[src/rtl/jit_emit_queue_if.sv]
// ---------------------------------------------------------------------------
// jit_emit_queue_if
// Bundles the sequencer-facing inputs and the ARM-word output stream of
// jit_emit_queue.
//   master : the queue (samples sequencer inputs, drives waiting/out_valid/
//            out_data, samples out_ready)
//   slave  : the environment (sequencer + downstream consumer)
// Signals:
//   state, q_select, arm_word, param_byte, param_even, push_wide : sequencer
//   waiting    : stall back to the sequencer
//   out_valid, out_data, out_ready : head-of-queue handshake
// Also provides the sequencer encoding macros (SMNL, FETCH_PARAMS, ITERATE,
// Q_FETCH, Q_ITER) unless the surrounding build already defines them.
// ---------------------------------------------------------------------------
`ifndef JIT_EMIT_QUEUE_DEFS
`define JIT_EMIT_QUEUE_DEFS
`define SMNL 4
`define FETCH_PARAMS 4'd3
`define ITERATE 4'd5
`define Q_FETCH 1'b0
`define Q_ITER 1'b1
`endif

interface jit_emit_queue_if;
  logic [`SMNL-1:0] state;
  logic             q_select;
  logic [31:0]      arm_word;
  logic [7:0]       param_byte;
  logic             param_even;
  logic             push_wide;
  logic             waiting;
  logic             out_valid;
  logic [31:0]      out_data;
  logic             out_ready;

  modport master (
    input  state, q_select, arm_word, param_byte, param_even, push_wide,
    output waiting, out_valid, out_data,
    input  out_ready
  );

  modport slave (
    output state, q_select, arm_word, param_byte, param_even, push_wide,
    input  waiting, out_valid, out_data,
    output out_ready
  );
endinterface

[src/rtl/jit_emit_queue.sv]
// ---------------------------------------------------------------------------
// jit_emit_queue
// FIFO of emitted ARM instruction words for the JIT sequencer. During ITERATE
// each non-zero ROM word is queued; during FETCH_PARAMS operand bytes are
// collected into a 16-bit accumulator and, on push_wide, a MOVW r0,#acc plus
// STR r0,[sp,#-4]! pair is queued in a single cycle.
// Ports:
//   clk    : clock, all state on posedge
//   reset  : asynchronous, active-high
//   bus    : jit_emit_queue_if.master (sequencer inputs, waiting, output
//            stream out_valid/out_data/out_ready)
//   words_pushed, stall_cycles : 16-bit wrapping counters, only present when
//            the macro JIT_EMIT_STATS_EN is defined
// Parameter DEPTH: number of entries, power of two, >= 4.
// ---------------------------------------------------------------------------
`ifndef JIT_EMIT_QUEUE_DEFS
`define JIT_EMIT_QUEUE_DEFS
`define SMNL 4
`define FETCH_PARAMS 4'd3
`define ITERATE 4'd5
`define Q_FETCH 1'b0
`define Q_ITER 1'b1
`endif

module jit_emit_queue #(
  parameter int DEPTH = 8
) (
  input  logic             clk,
  input  logic             reset,
  jit_emit_queue_if.master bus
`ifdef JIT_EMIT_STATS_EN
  ,
  output logic [15:0]      words_pushed,
  output logic [15:0]      stall_cycles
`endif
);
  localparam int AW = $clog2(DEPTH);
  localparam int CW = AW + 1;
  // Fewer than two free entries <=> count >= DEPTH-1.
  localparam logic [CW-1:0] STALL_AT = CW'(DEPTH - 1);
  localparam logic [31:0]   STR_WORD = 32'hE52D0004;

  typedef enum logic [1:0] {P_IDLE, P_COLLECT, P_DONE} pstate_t;

  logic [31:0]   mem [DEPTH];
  logic [AW-1:0] rd_ptr_reg, wr_ptr_reg;
  logic [CW-1:0] count_reg;
  pstate_t       pstate_reg;
  logic [15:0]   acc_reg;
  logic          out_valid_reg;
  logic [31:0]   out_data_reg;

  logic          accept, fetch_st, iter_push, op_push, pop;
  logic [1:0]    n_push;
  logic [31:0]   word0, movw_word, head_next;
  logic [CW-1:0] count_after_pop, count_next;
  logic [AW-1:0] rd_ptr_next;

  assign bus.waiting   = (count_reg >= STALL_AT);
  assign bus.out_valid = out_valid_reg;
  assign bus.out_data  = out_data_reg;

  assign accept    = !bus.waiting;
  assign fetch_st  = (bus.state == `FETCH_PARAMS);
  assign iter_push = accept && (bus.state == `ITERATE) && (bus.q_select == `Q_ITER)
                     && (bus.arm_word != 32'd0);
  assign op_push   = accept && fetch_st && (pstate_reg == P_COLLECT) && bus.push_wide;
  assign pop       = out_valid_reg && bus.out_ready;

  // MOVW r0,#imm16: imm4 in [19:16], imm12 in [11:0].
  assign movw_word = 32'hE3000000 | {12'h000, acc_reg[15:12], 4'h0, acc_reg[11:0]};
  // The two push sources are mutually exclusive (they need different states).
  assign word0     = op_push ? movw_word : bus.arm_word;
  assign n_push    = op_push ? 2'd2 : (iter_push ? 2'd1 : 2'd0);

  // Next head word: an entry that survives this cycle's pop is already in
  // storage; otherwise the head is the first word being pushed right now,
  // which gives single-cycle push-to-valid latency on an empty queue.
  always_comb begin
    count_after_pop = count_reg - CW'(pop);
    rd_ptr_next     = rd_ptr_reg + AW'(pop);
    count_next      = count_after_pop + CW'(n_push);
    if (count_after_pop != '0) begin
      head_next = mem[rd_ptr_next];
    end else if (n_push != 2'd0) begin
      head_next = word0;
    end else begin
      head_next = out_data_reg;
    end
  end

  always_ff @(posedge clk) begin
    if (n_push != 2'd0) begin
      mem[wr_ptr_reg] <= word0;
    end
    if (n_push == 2'd2) begin
      mem[wr_ptr_reg + AW'(1)] <= STR_WORD;
    end
  end

  always_ff @(posedge clk or posedge reset) begin
    if (reset) begin
      rd_ptr_reg    <= '0;
      wr_ptr_reg    <= '0;
      count_reg     <= '0;
      out_valid_reg <= 1'b0;
      out_data_reg  <= '0;
      pstate_reg    <= P_IDLE;
      acc_reg       <= '0;
    end else begin
      rd_ptr_reg    <= rd_ptr_next;
      wr_ptr_reg    <= wr_ptr_reg + AW'(n_push);
      count_reg     <= count_next;
      out_valid_reg <= (count_next != '0);
      out_data_reg  <= head_next;
      // Sequencer inputs are ignored entirely while stalled.
      if (accept) begin
        if (!fetch_st) begin
          pstate_reg <= P_IDLE;
        end else begin
          case (pstate_reg)
            P_IDLE: begin
              if (bus.q_select == `Q_FETCH) begin
                pstate_reg <= P_COLLECT;
                acc_reg    <= '0;
              end
            end
            P_COLLECT: begin
              if (bus.push_wide) begin
                pstate_reg <= P_DONE;
              end else if (bus.param_even) begin
                acc_reg <= {acc_reg[7:0], bus.param_byte};
              end
            end
            default: ;
          endcase
        end
      end
    end
  end

`ifdef JIT_EMIT_STATS_EN
  logic [15:0] words_pushed_reg, stall_cycles_reg;

  always_ff @(posedge clk or posedge reset) begin
    if (reset) begin
      words_pushed_reg <= '0;
      stall_cycles_reg <= '0;
    end else begin
      words_pushed_reg <= words_pushed_reg + 16'(n_push);
      stall_cycles_reg <= stall_cycles_reg + 16'(bus.waiting);
    end
  end

  assign words_pushed = words_pushed_reg;
  assign stall_cycles = stall_cycles_reg;
`endif
endmodule

[src/flat_wrapper.sv]
// flat-port wrapper written by rule: the top's interface ports become plain ports
module jit_emit_queue_flat 
#(
  parameter int DEPTH = 8
)
  (clk, reset, bus_state, bus_q_select, bus_arm_word, bus_param_byte, bus_param_even, bus_push_wide, bus_waiting, bus_out_valid, bus_out_data, bus_out_ready);
  jit_emit_queue_if bus_i ();
  input  logic clk;
  input  logic reset;
  input wire logic [$bits(bus_i.state)-1:0] bus_state;
  input wire logic [$bits(bus_i.q_select)-1:0] bus_q_select;
  input wire logic [$bits(bus_i.arm_word)-1:0] bus_arm_word;
  input wire logic [$bits(bus_i.param_byte)-1:0] bus_param_byte;
  input wire logic [$bits(bus_i.param_even)-1:0] bus_param_even;
  input wire logic [$bits(bus_i.push_wide)-1:0] bus_push_wide;
  output wire logic [$bits(bus_i.waiting)-1:0] bus_waiting;
  output wire logic [$bits(bus_i.out_valid)-1:0] bus_out_valid;
  output wire logic [$bits(bus_i.out_data)-1:0] bus_out_data;
  input wire logic [$bits(bus_i.out_ready)-1:0] bus_out_ready;
  assign bus_i.state = bus_state;
  assign bus_i.q_select = bus_q_select;
  assign bus_i.arm_word = bus_arm_word;
  assign bus_i.param_byte = bus_param_byte;
  assign bus_i.param_even = bus_param_even;
  assign bus_i.push_wide = bus_push_wide;
  assign bus_waiting = bus_i.waiting;
  assign bus_out_valid = bus_i.out_valid;
  assign bus_out_data = bus_i.out_data;
  assign bus_i.out_ready = bus_out_ready;
  jit_emit_queue #(.DEPTH(DEPTH)) u_core (.clk(clk), .reset(reset), .bus(bus_i));
endmodule
[config.mk]
export PLATFORM = sky130hd
export DESIGN_NAME = jit_emit_queue_flat
export DESIGN_NICKNAME = d
export VERILOG_FILES = /design/src/rtl/jit_emit_queue_if.sv /design/src/rtl/jit_emit_queue.sv /design/src/flat_wrapper.sv
export SDC_FILE = /design/constraint.sdc
export NUM_CORES = 1
export LEC_CHECK = 0
export ABC_AREA = 1
export BUFFER_PORTS_ARGS = -buffer_cell sky130_fd_sc_hd__buf_2
export CELL_PAD_IN_SITES_DETAIL_PLACEMENT = 0
export CELL_PAD_IN_SITES_GLOBAL_PLACEMENT = 1
export CORE_MARGIN = 4
export CORE_UTILIZATION = 45
export DETAILED_ROUTE_END_ITERATION = 16
export PLACE_DENSITY = 0.92
export SLEW_MARGIN = 15
export SYNTH_ARGS = -nofsm -noshare
export SYNTH_HDL_FRONTEND = slang
export SYNTH_SLANG_ARGS = --single-unit
[constraint.sdc]
create_clock -name clk -period 3.45 [get_ports clk]
set_input_delay 0.345 -clock clk [delete_from_list [all_inputs] [get_ports clk]]
set_output_delay 0.345 -clock clk [all_outputs]
set_load 0.02 [all_outputs]
==> impl_metrics.csv, run 1 <==
group,metric,value,unit
cells_and_area,final_net_count,2332,
detailed_routing,drt_first_iter_violations,1400,
timing,min_period,2.68,ns
clock_tree,cts_hold_buffers_added,0,
synth,synth_ff_type,"dfxtp_1",
synth,synth_seq_cells,317,
run_status,outcome,"finished with violations",
worst_hold_path,hp-class,"input pin to async pin",
power_and_ir_drop,p_per_area,928,nW/um^2
grt,grt.total_usage,26.4,%
die,die_height,195,microns
grt,grt_antenna_before_repair,0,
power_and_ir_drop,power.switching,7.29,mW
grt,global_route_wire_length_before_repair,81.6,mm
cells_and_area,syn2layout_area_growth,12.6,%
clock_tree,htreeDepth,2,
die,start_util,45.5,%
synth,synth_area_leaders,"dfxtp_1 (33%), nand2_1 (12%), nand3_1 (12%)",
die,dieWidth,195,microns
grt,final_global_route_overflow_total,0,
setup_path,worstSetupStartpointType,"flip-flop",
timing,worst_clock_skew,0.0220,ns
synth,synth.net_count,2344,
setup_path,critPathArrivalTime,3.14,ns
setup_path,crit_path_end_kind,"flip-flop",
detailed_routing,post_drt_via_cell_ratio,5.71,
synth,postSynthCellCount,2284,
detailed_routing,drc,0,
clock_tree,post_cts_repair_resize_count,0,
synth,ys_top_cells_by_count,"nand2_1 (498), nor2_1 (368), nand3_1 (361)",
grt,vias_in_the_first_global_route,14700,
synth,synth-async-reset-ratio,19.2,%
synth,synth.most_common_cell,"nand2_1",
power_and_ir_drop,power.sequential.fraction,30.6,%
power_and_ir_drop,clock_power_share,23.3,%
synth,synth_area_leader_cell,"dfxtp_1",
die,ios,84,
cells_and_area,layout_cells_sized_above_1,10.7,%
clock_tree,cts-buffers-inserted,35,
cells_and_area,num-fill-cells,3401,
power_and_ir_drop,vdd_ir_drop_max,0.701,mV
timing,post-route-period-util,77.7,%
detailed_routing,drt_pass1_iterations,8,
clock_tree,tritoncts,"done",
synth,postSynthAreaPerCell,6.87,sq um
setup_path,worstPathMaxFanout,33,
cells_and_area,antenna_cells_inserted,0,
clock_tree,ctsRootBufferMaster,"clkbuf_16",
synth,ys_types,35,
detailed_routing,vias,15700,
clock_tree,clk-insertion-delay-late,0.54,ns
clock_tree,clk_path_buf_depth,3,
place,place.detailed.hpwl,31.5,mm
cells_and_area,final-seq-area,6650,sq um
cells_and_area,largest_reg_flops,256,
detailed_routing,antenna_left,0,
clock_tree,clock_sinks,317,
run_status,failed_checks,"hold timing",
clock_tree,post_cts_buffers,0,
setup_path,worstSetupPathType,"flip-flop to flip-flop",
timing,setup_violations,0,
synth,synth-warning-count,0,
die,floorplan.core_area,34500,sq um
detailed_routing,routed_wirelength,51.5,mm
run,max-cap-violations,0,
timing,number_of_pins_exceeding_their_max_slew_limit_in_the_final_report,0,
clock_tree,register_clock_pin_slew_on_the_reported_worst_setup_and_hold_paths,0.06,ns
timing,timing.hold.ws,-0.0101,ns
synth,post_synth_instance_area,15700,sq um
timing,grt_setup_unrepaired,"no",
power_and_ir_drop,cellInternalPower,9.09,mW
timing,worst-slew-pin-transition,0.831,ns
place,gpl.final_weighted_congestion,0.866,
detailed_routing,wl_per_cell,18.7,microns
setup_path,critical_path_required,3.91,ns
place,buffer_ports.inserted,83,
cells_and_area,multi_input_area,8030,sq um
timing,setup_tns,0,ns
power_and_ir_drop,comb_power_share,46.1,%
timing,hold_violations,20,
die,rows,68,
power_and_ir_drop,power_switching_share,44.5,%
timing,worst_slew_margin_relative_to_its_limit,44.6,%
power_and_ir_drop,design_power_total,16.4,mW
synth,ys_seq_area_share,42.4,%
power_and_ir_drop,static-leakage-power,8.55,nW
synth,synth_edf_count,0,
timing,fmax,373,MHz
synth,yosys_top_cell_area_share,32.7,%
grt,grt_max_degree,130,
die,die-area,37900,sq um
-- power by group through the flow --
stage                     combinational (mW)  sequential, mW  clock, mW
final                                   7.55            5.02       3.82
after global routing                    8.30            5.10       4.02
after CTS                               7.48            5.00       3.87
after detailed placement                7.45            5.06          0
after global placement                  7.34            5.05          0
after floorplan                         4.83            5.12          0
-- layout make-up --
cell class                      instances  area share, %
Multi-Input combinational cell       1714           45.5
Sequential cell                       317           37.7
Clock buffer                           60           6.41
Timing Repair Buffer                  144           5.72
Tap cell                              455           3.22
Inverter                               60           1.28
Clock inverter                          3          0.227
-- worst max-delay path, stage by stage (launching register included) --
cell     delay [ns]
dfrtp_1        0.37
nand2_1        0.06
inv_1          0.08
ha_1           0.21
ha_1           0.21
xnor2_1        0.27
nand3_1        0.11
nor2_1         0.16
buf_4          0.27
nand3_1        0.10
buf_4          0.27
inv_1          0.11
buf_4          0.23
nand2_1        0.08
nand2_1        0.07
-- per-stage QoR --
| step | std cells | utilization, % | setup WS (ns) | area, sq um |
|---|---|---|---|---|
| 2_1_floorplan | 2284 | - | 0.802 | 15700 |
| 6_report | 2753 | 51.3 | 0.768 | 17700 |
| 3_5_place_dp | 2690 | 47.9 | 0.741 | 16500 |
| 3_3_place_gp | 2690 | 47.9 | 0.844 | 16500 |
| 4_1_cts | 2753 | 51.3 | 0.778 | 17700 |
| 5_1_grt | 2753 | 51.3 | 0.474 | 17700 |
-- worst paths after layout --
kind                                      start  cells past startpoint                       to  slack (ns)
setup / recovery           u_core.bus.out_valid                     14  u_core.bus.out_data[31]        0.77
hold / removal                            reset                      2  u_core.bus.out_data[18]       -0.01
setup reg to reg           u_core.bus.out_valid                     14  u_core.bus.out_data[31]        0.77
hold reg to reg               u_core.mem[2][24]                      2        u_core.mem[2][24]        0.45
max in group asynchronous                 reset                      3       u_core.acc_reg[14]        2.74
min in group clk              bus_param_byte[6]                      3        u_core.acc_reg[6]        0.07
-- routing by layer --
layer | GRT usage [%] | part of all wire (%) | up-vias
met4 | 12.0 | 4.6 | 0
li1 | - | - | 7561
met3 | 3.54 | 6.6 | 122
met2 | 43.3 | 47 | 633
met1 | 34.7 | 42 | 7408
met5 | 0 | 0 | -
-- placed cells by master, fill, tap and decap left out, types with 11 or more instances in the layout --
master     synthesis  layout
nand2_1          498     497
nor2_1           368     368
nand3_1          361     360
dfxtp_1          256     256
a21oi_1          177     177
o21ai_0          158     158
buf_2             44      83
dfrtp_1           61      61
inv_1             55      53
buf_4              9      50
clkbuf_16          0      37
o22ai_1           32      32
o211ai_1          32      32
nand4_1           24      24
clkbuf_8           0      12
o21ai_2           11      11
clkbuf_1         115      11
buf_12             0      11
-- cell families after synthesis --
logic type,count (synthesis),share of synthesized area [%]
buf+inv,253,7.00
simple gates,1279,34.5
flops,317,42.4
fa+ha+maj,10,0.894
xor+xnor,7,0.391
compound gates,418,14.8
(Power assumes the default switching activity.)
==> run 2: changes to the inputs <==
==> constraint.sdc (replaced) <==
create_clock -name clk -period 2.65 [get_ports clk]
set_input_delay 0.265 -clock clk [delete_from_list [all_inputs] [get_ports clk]]
set_output_delay 0.265 -clock clk [all_outputs]
set_load 0.02 [all_outputs]
==> run 2 against run 1 <==
The run still ends with hold timing left. Die area did not move. Clock skew down 0.013 ns. Combinational power is 36% higher. Cell count increased by 0.87%. Cell area increased by 1.5%. Global-route usage hardly changed. Register-to-register slack worse by 0.51 ns. Wire length increased by 1.3%. Worst hold slack got worse by 0.021 ns. Largest cell class unchanged.
==> impl_metrics.csv, run 2 (synthesis gave the netlist of run 1 again) <==
group,metric,value,unit
detailed_routing,drc,0,
clock_tree,tritoncts,"done",
setup_path,crit_family,"simple AND/OR/NAND/NOR gates",
setup_path,timing.rr.end,"u_core.bus.out_data[17]",
timing,layout_setup_ws,0.254,ns
setup_path,timing.critical_path.slowest_stage_cell,"dfrtp_1",
timing,worst_slew_margin_relative_to_its_limit,46.9,%
power_and_ir_drop,p_per_area,1200,nW/um^2
place,placed_cells,2714,
setup_path,crit_chain,"nand2_1 > inv_1 > ha_1 > ha_1 > xnor2_1 > nand3_1 > nor2_2 > clkinv_1 > buf_4 > nand3_1 > o21ai_0 > nand2_1 > nand2_1",
cells_and_area,fin_area,17900,sq um
setup_path,r2r_setup_slack,0.25,ns
grt,grt_antenna_before_repair,0,
clock_tree,clk-insertion-delay-late,0.51,ns
power_and_ir_drop,vdd_ir_drop_max,0.662,mV
detailed_routing,post_drt_via_cell_ratio,5.77,
setup_path,worstSetupStartpointType,"flip-flop",
timing,number_of_pins_exceeding_their_max_slew_limit_in_the_final_report,0,
die,rows,68,
grt,global_route_wire_length_before_repair,81.2,mm
detailed_routing,wl_per_cell,18.8,microns
clock_tree,cts-buffers-inserted,35,
die,die-area,37900,sq um
clock_tree,post_cts_buffers,0,
place,gpl.final_weighted_congestion,0.878,
run_status,failed_checks,"hold timing",
cells_and_area,post-route-util,52.0,%
setup_path,worst_r2r_startpoint,"u_core.bus.out_valid",
cells_and_area,final_net_count,2358,
timing,worst-slew-pin-transition,0.797,ns
cells_and_area,largest_reg_flops,256,
place,placedInstanceArea,16800,sq um
setup_path,critPathArrivalTime,2.79,ns
clock_tree,register_clock_pin_slew_on_the_reported_worst_setup_and_hold_paths,0.06,ns
timing,post-route-period-util,90.4,%
worst_hold_path,hp-class,"input pin to async pin",
detailed_routing,routed_wirelength,52.2,mm
place,pre_cts_slack,0.197,ns
cells_and_area,final_cells,2777,
die,die_height,195,microns
setup_path,worstPathMaxFanout,28,
grt,grt.total_usage,26.4,%
timing,worst_clock_skew,0.00880,ns
timing,fmax,417,MHz
cells_and_area,syn2layout_area_growth,14.3,%
setup_path,cp_slowest_stage_delay,0.37,ns
clock_tree,ctsRootBufferMaster,"clkbuf_16",
grt,final_global_route_overflow_total,0,
run,max-cap-violations,0,
timing,setup_violations,0,
clock_tree,htreeDepth,2,
detailed_routing,drt_pass1_iterations,5,
setup_path,cp_common_cell,"nand2_1",
setup_path,worstSetupPathType,"flip-flop to flip-flop",
run_status,outcome,"finished with violations",
cells_and_area,layout.cells.most_common,"nand2_1",
setup_path,worst_path_buf_inv,3,
place,buffer_ports.inserted,83,
timing,hold_violations,19,
setup_path,critical_path_required,3.05,ns
place,place.detailed.hpwl,32.7,mm
timing,timing.hold.ws,-0.0308,ns
power_and_ir_drop,static-leakage-power,8.69,nW
cells_and_area,antenna_cells_inserted,0,
timing,setup_tns,0,ns
grt,grt_max_degree,134,
die,dieWidth,195,microns
detailed_routing,drt_first_iter_violations,1636,
die,start_util,45.5,%
grt,vias_in_the_first_global_route,14200,
detailed_routing,vias,16000,
clock_tree,clk_path_buf_depth,3,
setup_path,worst_r2r_path_depth,13,
detailed_routing,antenna_left,0,
setup_path,crit_path_end_kind,"flip-flop",
timing,grt_setup_unrepaired,"no",
timing,min_period,2.40,ns
clock_tree,clock_sinks,317,
cells_and_area,layout_cells_sized_above_1,11.5,%
die,floorplan.core_area,34500,sq um
cells_and_area,layout.cells.most_common_list,"nand2_1 (497), nor2_1 (367), nand3_1 (360)",
die,ios,84,
## run 2: power breakdown
part | internal, mW | leakage, nW | switching [mW] | total [mW]
logic | 3.35 | 5.33 | 6.91 | 10.3
clock network | 2.79 | 0.542 | 1.96 | 4.75
registers | 5.88 | 2.81 | 0.671 | 6.55
total | 12.0 | 8.69 | 9.54 | 21.6
## run 2: per-layer routing
layer | global-route usage (%) | vias up | share of wire [%]
met5 | 0 | - | 0
met4 | 10.6 | 0 | 4.1
met3 | 3.43 | 119 | 7.1
met2 | 43.4 | 690 | 47
met1 | 35.3 | 7584 | 42
li1 | - | 7630 | -
## run 2: area by class of cell
class | count | area, sq um
Fill cell | 3363 | 16500
Tap cell | 455 | 569
Timing Repair Buffer | 170 | 1350
Inverter | 60 | 226
Clock inverter | 4 | 20.0
Sequential cell | 317 | 6650
Clock buffer | 57 | 1080
Multi-Input combinational cell | 1714 | 8030
## run 2: timing repair
action,4_1_cts,5_1_grt
gates resized for setup,0,1
endpoints found under the hold margin,2,0
hold buffers,2,0
setup endpoints to repair,0,19
## run 2: through the flow
| step | hold WS [ns] | total power, mW |
|---|---|---|
| 2_1_floorplan | 0.412 | 13.0 |
| 3_3_place_gp | 0.432 | 16.6 |
| 3_5_place_dp | 0.437 | 16.7 |
| 4_1_cts | 0.00154 | 21.5 |
| 5_1_grt | 0.0243 | 22.9 |
| 6_report | -0.0308 | 21.6 |
## run 2: worst register-to-register path, stage by stage, from the launching register on
cell	delay, ns
dfrtp_1	0.37
nand2_1	0.08
inv_1	0.07
ha_1	0.20
ha_1	0.19
xnor2_1	0.26
nand3_1	0.13
nor2_2	0.28
clkinv_1	0.14
buf_4	0.24
nand3_1	0.10
o21ai_0	0.10
nand2_1	0.08
nand2_1	0.04
## run 2: how the worst max path moves through the flow
stage	cells past startpoint	slack (ns)	start	endpoint
after global routing	13	0.006	u_core.bus.out_valid	u_core.bus.out_data[6]
final	13	0.25	u_core.bus.out_valid	u_core.bus.out_data[17]
after detailed placement	13	0.20	u_core.bus.out_valid	u_core.bus.out_data[4]
after CTS	13	0.16	u_core.bus.out_valid	u_core.bus.out_data[17]
after global placement	14	0.30	bus_out_ready	u_core.bus.out_data[6]
after floorplan	12	0.002	u_core.count_reg[2]	u_core.bus.out_valid
